$ cat src/rtl/alu_issue_ctrl_if.sv
// Handshake and ALU bus bundle for alu_issue_ctrl. slave = controller side,
// master = decode/ALU/regfile side.
interface alu_issue_ctrl_if #(
    parameter int WIDTH = 16,
    parameter int OP_W  = 5
);
    logic             in_valid;
    logic             in_ready;
    logic [OP_W-1:0]  in_op;
    logic [WIDTH-1:0] in_a;
    logic [WIDTH-1:0] in_b;
    logic [2:0]       in_rd;
    logic             in_setf;
    logic [OP_W-1:0]  alu_op;
    logic [WIDTH-1:0] alu_a;
    logic [WIDTH-1:0] alu_b;
    logic [WIDTH-1:0] alu_result;
    logic [3:0]       alu_nzcv;
    logic             wb_valid;
    logic             wb_ready;
    logic [2:0]       wb_rd;
    logic [WIDTH-1:0] wb_data;
    logic [3:0]       flags;
    logic             busy;
    logic             illegal;

    modport slave (
        input  in_valid, in_op, in_a, in_b, in_rd, in_setf, alu_result, alu_nzcv, wb_ready,
        output in_ready, alu_op, alu_a, alu_b, wb_valid, wb_rd, wb_data, flags, busy, illegal
    );

    modport master (
        output in_valid, in_op, in_a, in_b, in_rd, in_setf, alu_result, alu_nzcv, wb_ready,
        input  in_ready, alu_op, alu_a, alu_b, wb_valid, wb_rd, wb_data, flags, busy, illegal
    );
endinterface

$ cat src/rtl/alu_issue_ctrl.sv
// Issue/sequencing front end of the 16-bit ALU: accepts ops, waits per-op latency,
// captures result and flags, presents writeback. Optional feature macro: ALU_BYPASS_EN.
module alu_issue_ctrl #(
    parameter int WIDTH   = 16,
    parameter int OP_W    = 5,
    parameter int MUL_LAT = 2,
    parameter int DIV_LAT = 16
) (
    input  logic            clk,
    input  logic            rst_n,
    alu_issue_ctrl_if.slave bus
);
    localparam logic [OP_W-1:0] OP_ADD = OP_W'(0);
    localparam logic [OP_W-1:0] OP_SUB = OP_W'(1);
    localparam logic [OP_W-1:0] OP_MUL = OP_W'(2);
    localparam logic [OP_W-1:0] OP_DIV = OP_W'(3);
    localparam logic [OP_W-1:0] OP_CMP = OP_W'(4);
    localparam logic [OP_W-1:0] OP_AND = OP_W'(5);
    localparam logic [OP_W-1:0] OP_OR  = OP_W'(6);
    localparam logic [OP_W-1:0] OP_XOR = OP_W'(7);
    localparam logic [OP_W-1:0] OP_NOT = OP_W'(8);
    localparam logic [OP_W-1:0] OP_SHL = OP_W'(9);
    localparam logic [OP_W-1:0] OP_SHR = OP_W'(10);

    localparam int LAT_MAX = (DIV_LAT > MUL_LAT) ? DIV_LAT : MUL_LAT;
    localparam int CNT_W   = $clog2(LAT_MAX + 1);

    localparam logic [1:0] S_IDLE = 2'd0;
    localparam logic [1:0] S_EXEC = 2'd1;
    localparam logic [1:0] S_WB   = 2'd2;

    logic [1:0]       state_q,   state_d;
    logic [CNT_W-1:0] cnt_q,     cnt_d;
    logic [OP_W-1:0]  op_q,      op_d;
    logic [WIDTH-1:0] a_q,       a_d;
    logic [WIDTH-1:0] b_q,       b_d;
    logic [2:0]       rd_q,      rd_d;
    logic             setf_q,    setf_d;
    logic             div0_q,    div0_d;
    logic [2:0]       wb_rd_q,   wb_rd_d;
    logic [WIDTH-1:0] wb_data_q, wb_data_d;
    logic [3:0]       flags_q,   flags_d;
    logic             illegal_q, illegal_d;
    logic             in_ready_s;
    logic             accept_s;
    logic             in_b_zero_s;
    logic [3:0]       flags_cap_s;

    function automatic logic is_legal(input logic [OP_W-1:0] op);
        case (op)
            OP_ADD, OP_SUB, OP_MUL, OP_DIV, OP_CMP,
            OP_AND, OP_OR, OP_XOR, OP_NOT, OP_SHL, OP_SHR: is_legal = 1'b1;
            default:                                       is_legal = 1'b0;
        endcase
    endfunction

    // Remaining EXEC cycles after the first; a divide by zero never waits on the ALU.
    function automatic logic [CNT_W-1:0] lat_m1(input logic [OP_W-1:0] op, input logic b_zero);
        case (op)
            OP_MUL:  lat_m1 = CNT_W'(MUL_LAT - 1);
            OP_DIV:  lat_m1 = b_zero ? {CNT_W{1'b0}} : CNT_W'(DIV_LAT - 1);
            default: lat_m1 = {CNT_W{1'b0}};
        endcase
    endfunction

`ifdef ALU_BYPASS_EN
    assign in_ready_s = (state_q == S_IDLE) | ((state_q == S_WB) & bus.wb_ready);
`else
    assign in_ready_s = (state_q == S_IDLE);
`endif
    assign accept_s    = bus.in_valid & in_ready_s;
    assign in_b_zero_s = (bus.in_b == {WIDTH{1'b0}});

    // Flag value loaded when an op completes; logic/shift ops keep C and V.
    always_comb begin
        case (op_q)
            OP_CMP:                         flags_cap_s = bus.alu_nzcv;
            OP_ADD, OP_SUB, OP_MUL, OP_DIV: flags_cap_s = setf_q ? (div0_q ? 4'b1001 : bus.alu_nzcv) : flags_q;
            OP_AND, OP_OR, OP_XOR, OP_NOT,
            OP_SHL, OP_SHR:                 flags_cap_s = setf_q ? {bus.alu_nzcv[3:2], flags_q[1:0]} : flags_q;
            default:                        flags_cap_s = flags_q;
        endcase
    end

    always_comb begin
        state_d   = state_q;
        cnt_d     = cnt_q;
        op_d      = op_q;
        a_d       = a_q;
        b_d       = b_q;
        rd_d      = rd_q;
        setf_d    = setf_q;
        div0_d    = div0_q;
        wb_rd_d   = wb_rd_q;
        wb_data_d = wb_data_q;
        flags_d   = flags_q;
        illegal_d = 1'b0;
        case (state_q)
            S_IDLE: state_d = S_IDLE;
            S_EXEC: begin
                if (cnt_q != {CNT_W{1'b0}}) begin
                    cnt_d = cnt_q - CNT_W'(1);
                end else if (!is_legal(op_q) || (op_q == OP_CMP)) begin
                    flags_d = flags_cap_s;
                    state_d = S_IDLE;
                end else begin
                    flags_d   = flags_cap_s;
                    wb_rd_d   = rd_q;
                    wb_data_d = div0_q ? {WIDTH{1'b1}} : bus.alu_result;
                    state_d   = S_WB;
                end
            end
            S_WB: begin
                if (bus.wb_ready) begin
                    state_d = S_IDLE;
                end else begin
                    state_d = S_WB;
                end
            end
            default: state_d = S_IDLE;
        endcase
        // Accept overrides whichever state the case chose (IDLE, or WB under bypass).
        if (accept_s) begin
            state_d   = S_EXEC;
            op_d      = bus.in_op;
            a_d       = bus.in_a;
            b_d       = bus.in_b;
            rd_d      = bus.in_rd;
            setf_d    = bus.in_setf;
            div0_d    = (bus.in_op == OP_DIV) && in_b_zero_s;
            cnt_d     = lat_m1(bus.in_op, in_b_zero_s);
            illegal_d = !is_legal(bus.in_op);
        end else begin
            illegal_d = 1'b0;
        end
    end

    always_ff @(posedge clk) begin
        if (!rst_n) begin
            state_q   <= S_IDLE;
            cnt_q     <= {CNT_W{1'b0}};
            op_q      <= {OP_W{1'b0}};
            a_q       <= {WIDTH{1'b0}};
            b_q       <= {WIDTH{1'b0}};
            rd_q      <= 3'd0;
            setf_q    <= 1'b0;
            div0_q    <= 1'b0;
            wb_rd_q   <= 3'd0;
            wb_data_q <= {WIDTH{1'b0}};
            flags_q   <= 4'd0;
            illegal_q <= 1'b0;
        end else begin
            state_q   <= state_d;
            cnt_q     <= cnt_d;
            op_q      <= op_d;
            a_q       <= a_d;
            b_q       <= b_d;
            rd_q      <= rd_d;
            setf_q    <= setf_d;
            div0_q    <= div0_d;
            wb_rd_q   <= wb_rd_d;
            wb_data_q <= wb_data_d;
            flags_q   <= flags_d;
            illegal_q <= illegal_d;
        end
    end

    assign bus.in_ready = in_ready_s;
    assign bus.alu_op   = op_q;
    assign bus.alu_a    = a_q;
    assign bus.alu_b    = b_q;
    assign bus.wb_valid = (state_q == S_WB);
    assign bus.wb_rd    = wb_rd_q;
    assign bus.wb_data  = wb_data_q;
    assign bus.flags    = flags_q;
    assign bus.busy     = (state_q != S_IDLE);
    assign bus.illegal  = illegal_q;
endmodule

$ cat src/flat_wrapper.sv
// flat-port wrapper written by rule: the top's interface ports become plain ports
module alu_issue_ctrl_flat 
#(
    parameter int WIDTH   = 16,
    parameter int OP_W    = 5,
    parameter int MUL_LAT = 2,
    parameter int DIV_LAT = 16
)
  (clk, rst_n, bus_in_valid, bus_in_op, bus_in_a, bus_in_b, bus_in_rd, bus_in_setf, bus_alu_result, bus_alu_nzcv, bus_wb_ready, bus_in_ready, bus_alu_op, bus_alu_a, bus_alu_b, bus_wb_valid, bus_wb_rd, bus_wb_data, bus_flags, bus_busy, bus_illegal);
  alu_issue_ctrl_if #(.WIDTH(WIDTH), .OP_W(OP_W)) bus_i ();
  input  logic clk;
  input  logic rst_n;
  input wire logic [$bits(bus_i.in_valid)-1:0] bus_in_valid;
  input wire logic [$bits(bus_i.in_op)-1:0] bus_in_op;
  input wire logic [$bits(bus_i.in_a)-1:0] bus_in_a;
  input wire logic [$bits(bus_i.in_b)-1:0] bus_in_b;
  input wire logic [$bits(bus_i.in_rd)-1:0] bus_in_rd;
  input wire logic [$bits(bus_i.in_setf)-1:0] bus_in_setf;
  input wire logic [$bits(bus_i.alu_result)-1:0] bus_alu_result;
  input wire logic [$bits(bus_i.alu_nzcv)-1:0] bus_alu_nzcv;
  input wire logic [$bits(bus_i.wb_ready)-1:0] bus_wb_ready;
  output wire logic [$bits(bus_i.in_ready)-1:0] bus_in_ready;
  output wire logic [$bits(bus_i.alu_op)-1:0] bus_alu_op;
  output wire logic [$bits(bus_i.alu_a)-1:0] bus_alu_a;
  output wire logic [$bits(bus_i.alu_b)-1:0] bus_alu_b;
  output wire logic [$bits(bus_i.wb_valid)-1:0] bus_wb_valid;
  output wire logic [$bits(bus_i.wb_rd)-1:0] bus_wb_rd;
  output wire logic [$bits(bus_i.wb_data)-1:0] bus_wb_data;
  output wire logic [$bits(bus_i.flags)-1:0] bus_flags;
  output wire logic [$bits(bus_i.busy)-1:0] bus_busy;
  output wire logic [$bits(bus_i.illegal)-1:0] bus_illegal;
  assign bus_i.in_valid = bus_in_valid;
  assign bus_i.in_op = bus_in_op;
  assign bus_i.in_a = bus_in_a;
  assign bus_i.in_b = bus_in_b;
  assign bus_i.in_rd = bus_in_rd;
  assign bus_i.in_setf = bus_in_setf;
  assign bus_i.alu_result = bus_alu_result;
  assign bus_i.alu_nzcv = bus_alu_nzcv;
  assign bus_i.wb_ready = bus_wb_ready;
  assign bus_in_ready = bus_i.in_ready;
  assign bus_alu_op = bus_i.alu_op;
  assign bus_alu_a = bus_i.alu_a;
  assign bus_alu_b = bus_i.alu_b;
  assign bus_wb_valid = bus_i.wb_valid;
  assign bus_wb_rd = bus_i.wb_rd;
  assign bus_wb_data = bus_i.wb_data;
  assign bus_flags = bus_i.flags;
  assign bus_busy = bus_i.busy;
  assign bus_illegal = bus_i.illegal;
  alu_issue_ctrl #(.WIDTH(WIDTH), .OP_W(OP_W), .MUL_LAT(MUL_LAT), .DIV_LAT(DIV_LAT)) u_core (.clk(clk), .rst_n(rst_n), .bus(bus_i));
endmodule
$ cat config.mk
export PLATFORM = sky130hd
export DESIGN_NAME = alu_issue_ctrl_flat
export DESIGN_NICKNAME = d
export VERILOG_FILES = /design/src/rtl/alu_issue_ctrl_if.sv /design/src/rtl/alu_issue_ctrl.sv /design/src/flat_wrapper.sv
export SDC_FILE = /design/constraint.sdc
export NUM_CORES = 1
export LEC_CHECK = 0
export ABC_AREA = 0
export ABC_CLOCK_PERIOD_IN_PS = 6100
export CORE_ASPECT_RATIO = 1.5
export CORE_UTILIZATION = 35
export CTS_CLUSTER_DIAMETER = 200
export DETAILED_ROUTE_END_ITERATION = 6
export PLACE_DENSITY = 0.72
export SYNTH_ARGS = -nofsm -noshare
export SYNTH_HDL_FRONTEND = slang
export SYNTH_SLANG_ARGS = --single-unit
$ cat constraint.sdc
create_clock -name clk -period 6.1 [get_ports clk]
set_input_delay 1.22 -clock clk [delete_from_list [all_inputs] [get_ports clk]]
set_output_delay 1.22 -clock clk [all_outputs]
set_load 0.02 [all_outputs]
# --- Word-level counts from Yosys, hierarchy flattened ---
# Memory sizes are Yosys's and may differ from the RTL's. A register that Yosys moved wholly into a read port is not among the register bits.
# Cells that the tools add are included.
op_classes:
  add_sub_neg: 1
  eq_ne: 18
  mux: 22
  bitwise: 5
  n_reduce_logical: 21
op_table:
  columns: ["cell", "n"]
  rows:
  - ["4-bit 2-to-1 mux", 6]
  - ["5-bit by 2-bit == test with 1-bit output, second input constant", 4]
  - ["5-bit by 3-bit == test with 1-bit output, second input constant", 4]
  - ["16-bit logical NOT", 1]
  - ["16-bit 2-to-1 mux", 1]
  - ["5-bit by 4-bit == test with 1-bit output, second input constant", 3]
  - ["5-bit 2-to-1 mux", 3]
  - ["4-bit one-hot mux with 3 select lines", 1]
  - ["5-bit one-hot mux with 2 select lines", 1]
  - ["5-bit AND reduction", 2]
  - ["2-bit nonzero test", 4]
  - ["1-bit 2-to-1 mux", 6]
  - ["2-bit 2-to-1 mux", 3]
  - ["6-bit OR reduction", 1]
  - ["5-bit by 1-bit == test with 1-bit output, second input constant", 1]
  - ["5-bit logical NOT", 1]
  - ["5-bit nonzero test", 1]
  - ["5-bit by 1-bit subtractor with 5-bit output, second input constant", 1]
  - ["2-bit by 1-bit != test with 1-bit output, second input constant", 2]
  - ["1-bit inverter", 4]
  - ["2-bit one-hot mux with 2 select lines", 1]
  - ["2-bit AND reduction", 2]
  - ["4-bit OR reduction", 1]
  - ["3-bit by 2-bit != test with 1-bit output, second input constant", 1]
  - ["other kinds (11)", 12]
totals:
  register_bits: 73
  mem_bits_ro: 32
  inputBits: 65
  output_inout_bits: 64
  word_cells: 83
  memories: 2
mem_list:
  columns: ["memory", "words", "word_bits", "read_ports", "rd_ports_with_merged_regs", "write_ports", "line", "source"]
  rows:
  - ["(no name shown)", 16, 1, 1, 1, 0, "alu_issue_ctrl.sv:50", "case (op)"]
  - ["(no name shown)", 16, 1, 1, 0, 0, "alu_issue_ctrl.sv:50", null]

# --- Longest topological paths before layout ---
logic_depth:
  depth_word: 9
  mapped_depth: 8
  ltp_nobuf: 6

# --- Worst setup path after synthesis ---
# No wires, ideal clock.
synth_path:
  path_type: "in2reg"
  startpoint: "input port bus_in_b[3]"
  endpoint: "register u_core.cnt_q[2]"
  setup_ps: 119
  arrival_ps: 2137
  required_time_ps: 5981
  setup_slack_ps: 3845
  path_stages: 4
  n_path_buf: 0
  path_cell_list: "nor4_1 > and4_1 > and3b_1 > o221a_2"
synth_via:
  elab_chain_cells: 4
synth_rtl:
  columns: ["item", "line", "source"]
  rows:
  - ["from (decl)", "flat_wrapper.sv:16", "input wire logic [$bits(bus_i.in_b)-1:0] bus_in_b;"]
  - ["16-bit logical NOT", "alu_issue_ctrl.sv:72", "assign in_b_zero_s = (bus.in_b == {WIDTH{1'b0}});"]
  - ["4-bit 2-to-1 mux", "alu_issue_ctrl.sv:61", "OP_DIV: lat_m1 = b_zero ? {CNT_W{1'b0}} : CNT_W'(DIV_LAT - 1);"]
  - ["5-bit one-hot mux with 2 select lines", "alu_issue_ctrl.sv:59", "case (op)"]
  - ["5-bit 2-to-1 mux", "alu_issue_ctrl.sv:123", "if (accept_s) begin"]
  - ["to (signal assigned)", "alu_issue_ctrl.sv:141", "cnt_q <= {CNT_W{1'b0}};"]
  - ["to (signal assigned)", "alu_issue_ctrl.sv:154", "cnt_q <= cnt_d;"]
  - ["to (decl)", "alu_issue_ctrl.sv:33", "logic [CNT_W-1:0] cnt_q, cnt_d;"]
# Every way passes these cells.
# A chain may end at the register's enable or synchronous reset.

# --- Worst setup path in the final report ---
layout_path:
  startpoint: "register u_core.state_q[0]"
  endpoint: "output port bus_busy"
layout_via:
  elab_chain_cells: 1
layout_rtl:
  columns: ["item", "line", "source"]
  rows:
  - ["from (decl)", "alu_issue_ctrl.sv:32", "logic [1:0] state_q, state_d;"]
  - ["from (signal assigned)", "alu_issue_ctrl.sv:153", "state_q <= state_d;"]
  - ["2-bit nonzero test", "alu_issue_ctrl.sv:176", "assign bus.busy = (state_q != S_IDLE);"]
  - ["to (decl)", "flat_wrapper.sv:30", "output wire logic [$bits(bus_i.busy)-1:0] bus_busy;"]
# Every way passes these cells.

==> flow_summary.yaml <==
synth:
  synth_edf_count: 0
  postSynthAreaPerCell_um2: 8.47
  synth_cell_types: 43
  synth_top_area_frac: 0.480
  ys_seq_elements: 74
  yosys_warnings: 0
  synth_top_cells_by_area: "dfxtp_1 (48%), nand2_1 (11%), a21oi_1 (7.6%), a211oi_2 (5.7%), nor2_1 (4.5%)"
  synth.most_common_cell: "nand2_1"
  ys.flop_type: "dfxtp_1"
  async_flop_share: 0
  synthTopCellsByCount: "nand2_1 (92), dfxtp_1 (74), a21oi_1 (47), nor2_1 (37), clkbuf_1 (20)"
  synth_nets: 434
  seq_area_frac_synth: 0.480
  syn_inst: 364
  netlist_area_um2: 3080
  synth_area_leader_cell: "dfxtp_1"
timing:
  period_share: 0.469
  slew_viol_final: 0
  clock_skew_ns: 0.00418
  fmax_ghz: 0.350
  setup_viol: 0
  final_hold_viol_count: 0
  worst_slack_ns: 3.24
  totalNegativeSetupSlack_ns: 0
  slew_headroom: 0.380
  tightest_slew_ns: 0.918
  rsz0062_at_grt: "false"
  final.min_clock_period_ns: 2.86
grt:
  grt-ovfl-total: 0
  grt_pass1_vias: 2785
  grt_usage: 0.181
  grt_max_degree: 65
  antenna_found_initial: 0
  grt_pass1_wl_um: 12800
clock_tree:
  cts_made_buffers: 9
  post_cts_buffers: 0
  clock-sinks: 74
  cts-root-buf: "clkbuf_16"
  cts_resized: 0
  cts_max_level: 3
  insertion_delay_ns: 0.33
  clk_pin_slew_ns: 0.05
  cts.path.max_buffers: 2
  holdBufCountCts: 0
  cts_tree: "built"
worst_setup_path:
  crit_path_frequent_cell: "inv_1"
  cp_top_family: "buffers and inverters"
  worst_setup_path_start_kind: "flip-flop"
  crit_buf_inv: 3
  r2r_start: "u_core.cnt_q[1]$_SDFFE_PN0P_"
  slowest_stage: "clkdlybuf4s50_1"
  max_stage_delay_ns: 0.59
  crit_fanout: 4
  cp.required_ns: 4.88
  critPathKind: "flip-flop to output port"
  crit_chain: "inv_1 -> ha_1 -> inv_1 -> clkdlybuf4s50_1"
  crit_arrival_ns: 1.64
  critical_path.startpoint: "u_core.state_q[0]$_SDFFE_PN0P_"
  critPathCaptureType: "output port"
power_and_ir_drop:
  leakagePower_nw: 1.72
  total_power_mw: 1.30
  vdd_drop_max_mv: 0.171
  p_per_area_nw_per_um2: 275
placed_design:
  place_congestion: 0.831
  preCtsSetupSlack_ns: 3.11
  portBuffers: 128
  place_area_um2: 4420
  dp_hpwl_um: 5740
drt:
  num_vias: 2977
  ant_nets: 0
  drc: 0
  wl_per_cell_um: 13.7
  viasPerCell: 5.00
  drtIter0Drc: 150
  drt_wl_total_um: 8180
  first_pass_iters: 4
hold_path:
  min_from: "u_core.bus.alu_a[6]$_SDFFE_PN0P_"
  hold_path.class: "flip-flop to flip-flop"
layout:
  final_util: 0.557
  nets: 553
  antennaDiodeCount: 0
  fin_area_um2: 4720
  nFillCells: 802
  areaGrowthSynthToFinish_pct: 52.9
  drive_gt1_frac: 0.0922
floorplanning:
  rows: 41
  die_h_um: 117
  start_util: 0.364
  pin_count: 129
  die_area_um2: 9200
  die_width_um: 78.6
  core_area_um2: 8460
flow_run:
  max-cap-violations: 0
run_status:
  status: "finished clean"
[sequential cells by signal, indices dropped and copies added, names as in the netlist, 2 cells and up, named ones only]
| register | cells |
|---|---|
| u_core.state_q | 2 |
| u_core.bus.flags | 4 |
| u_core.cnt_q | 5 |
| u_core.bus.wb_rd | 3 |
| u_core.bus.alu_b | 16 |
| u_core.bus.wb_data | 16 |
| u_core.bus.alu_a | 16 |
| u_core.bus.alu_op | 5 |
| u_core.rd_q | 3 |
[layer usage]
layer  routed length, um  GRT usage  vias to the layer above
li1                    -          -                     1481
met1                3150      0.192                     1354
met2                4170      0.312                      120
met3                 569     0.0465                       22
met4                 282      0.126                        0
met5                   0          0                        -
[cell families after synthesis]
logic type	share of synthesized area
and+or+nand+nor	0.229
AOI/OAI and AO/OA	0.198
DFF	0.480
buffers and inverters	0.0475
muxes	0.0195
adders and majority gates	0.0203
xor gates and xnor gates	0.00568
[stage by stage]
| stage | hold WS [ns] | cells |
|---|---|---|
| after floorplan | 0.436 | 364 |
| after global placement | 0.442 | 579 |
| after detailed placement | 0.448 | 579 |
| after CTS | 0.456 | 595 |
| after global routing | 0.470 | 595 |
| final | 0.452 | 595 |
[worst paths after layout]
kind / end / slack [ns] / cells after the start
worst max-delay path: bus_busy / 3.24 / 4
worst min-delay path: u_core.bus.alu_a[6]$_SDFFE_PN0P_ / 0.45 / 2
worst max register to register: u_core.bus.wb_rd[1]$_SDFFE_PN0P_ / 3.69 / 7
worst min register to register: u_core.bus.alu_a[6]$_SDFFE_PN0P_ / 0.45 / 2
[placed cells by master (no fill, tap or decap), types with 2 or more instances in the layout]
master and count:
nor3_1 2, clkdlybuf4s50_1 128, a211oi_1 2, o211a_1 2
nand2b_1 2, and2_1 3, nor4_1 5, a211oi_2 14
ha_1 5, clkbuf_8 2, or4b_2 2, o22ai_1 2
clkbuf_1 3, o21ai_0 6, nor2_2 4, clkbuf_16 9
dfxtp_1 74, buf_4 4, nand3_1 3, mux2i_1 6
nand4_1 2, inv_1 8, a21oi_1 47, o221a_2 2
nand2_1 92, nor2_1 37
[area by class of cell]
class / count / area, um^2 / area share
Tap cell: 107 / 134 / 0.0284
Clock inverter: 2 / 35.0 / 0.00743
Clock buffer: 14 / 264 / 0.0560
Inverter: 9 / 33.8 / 0.00716
Timing Repair Buffer: 132 / 1310 / 0.278
Sequential cell: 74 / 1480 / 0.314
Multi-Input combinational cell: 257 / 1460 / 0.309
[worst register-to-register path, cell delays in order, from the launching register on]
cell	delay, ns
dfxtp_1	0.34
inv_1	0.10
ha_1	0.17
or4b_1	0.65
nor3_4	0.30
buf_4	0.43
mux2i_1	0.24
nor2_1	0.05
[where the power goes]
part,total [mW],leakage [nW],switching [mW],internal [mW]
Clock,0.523,0.147,0.184,0.338
Sequential,0.535,0.606,0.0206,0.514
Combinational,0.242,0.965,0.123,0.119
Total,1.30,1.72,0.328,0.971
Note: power is estimated with default switching activity, not from simulation.
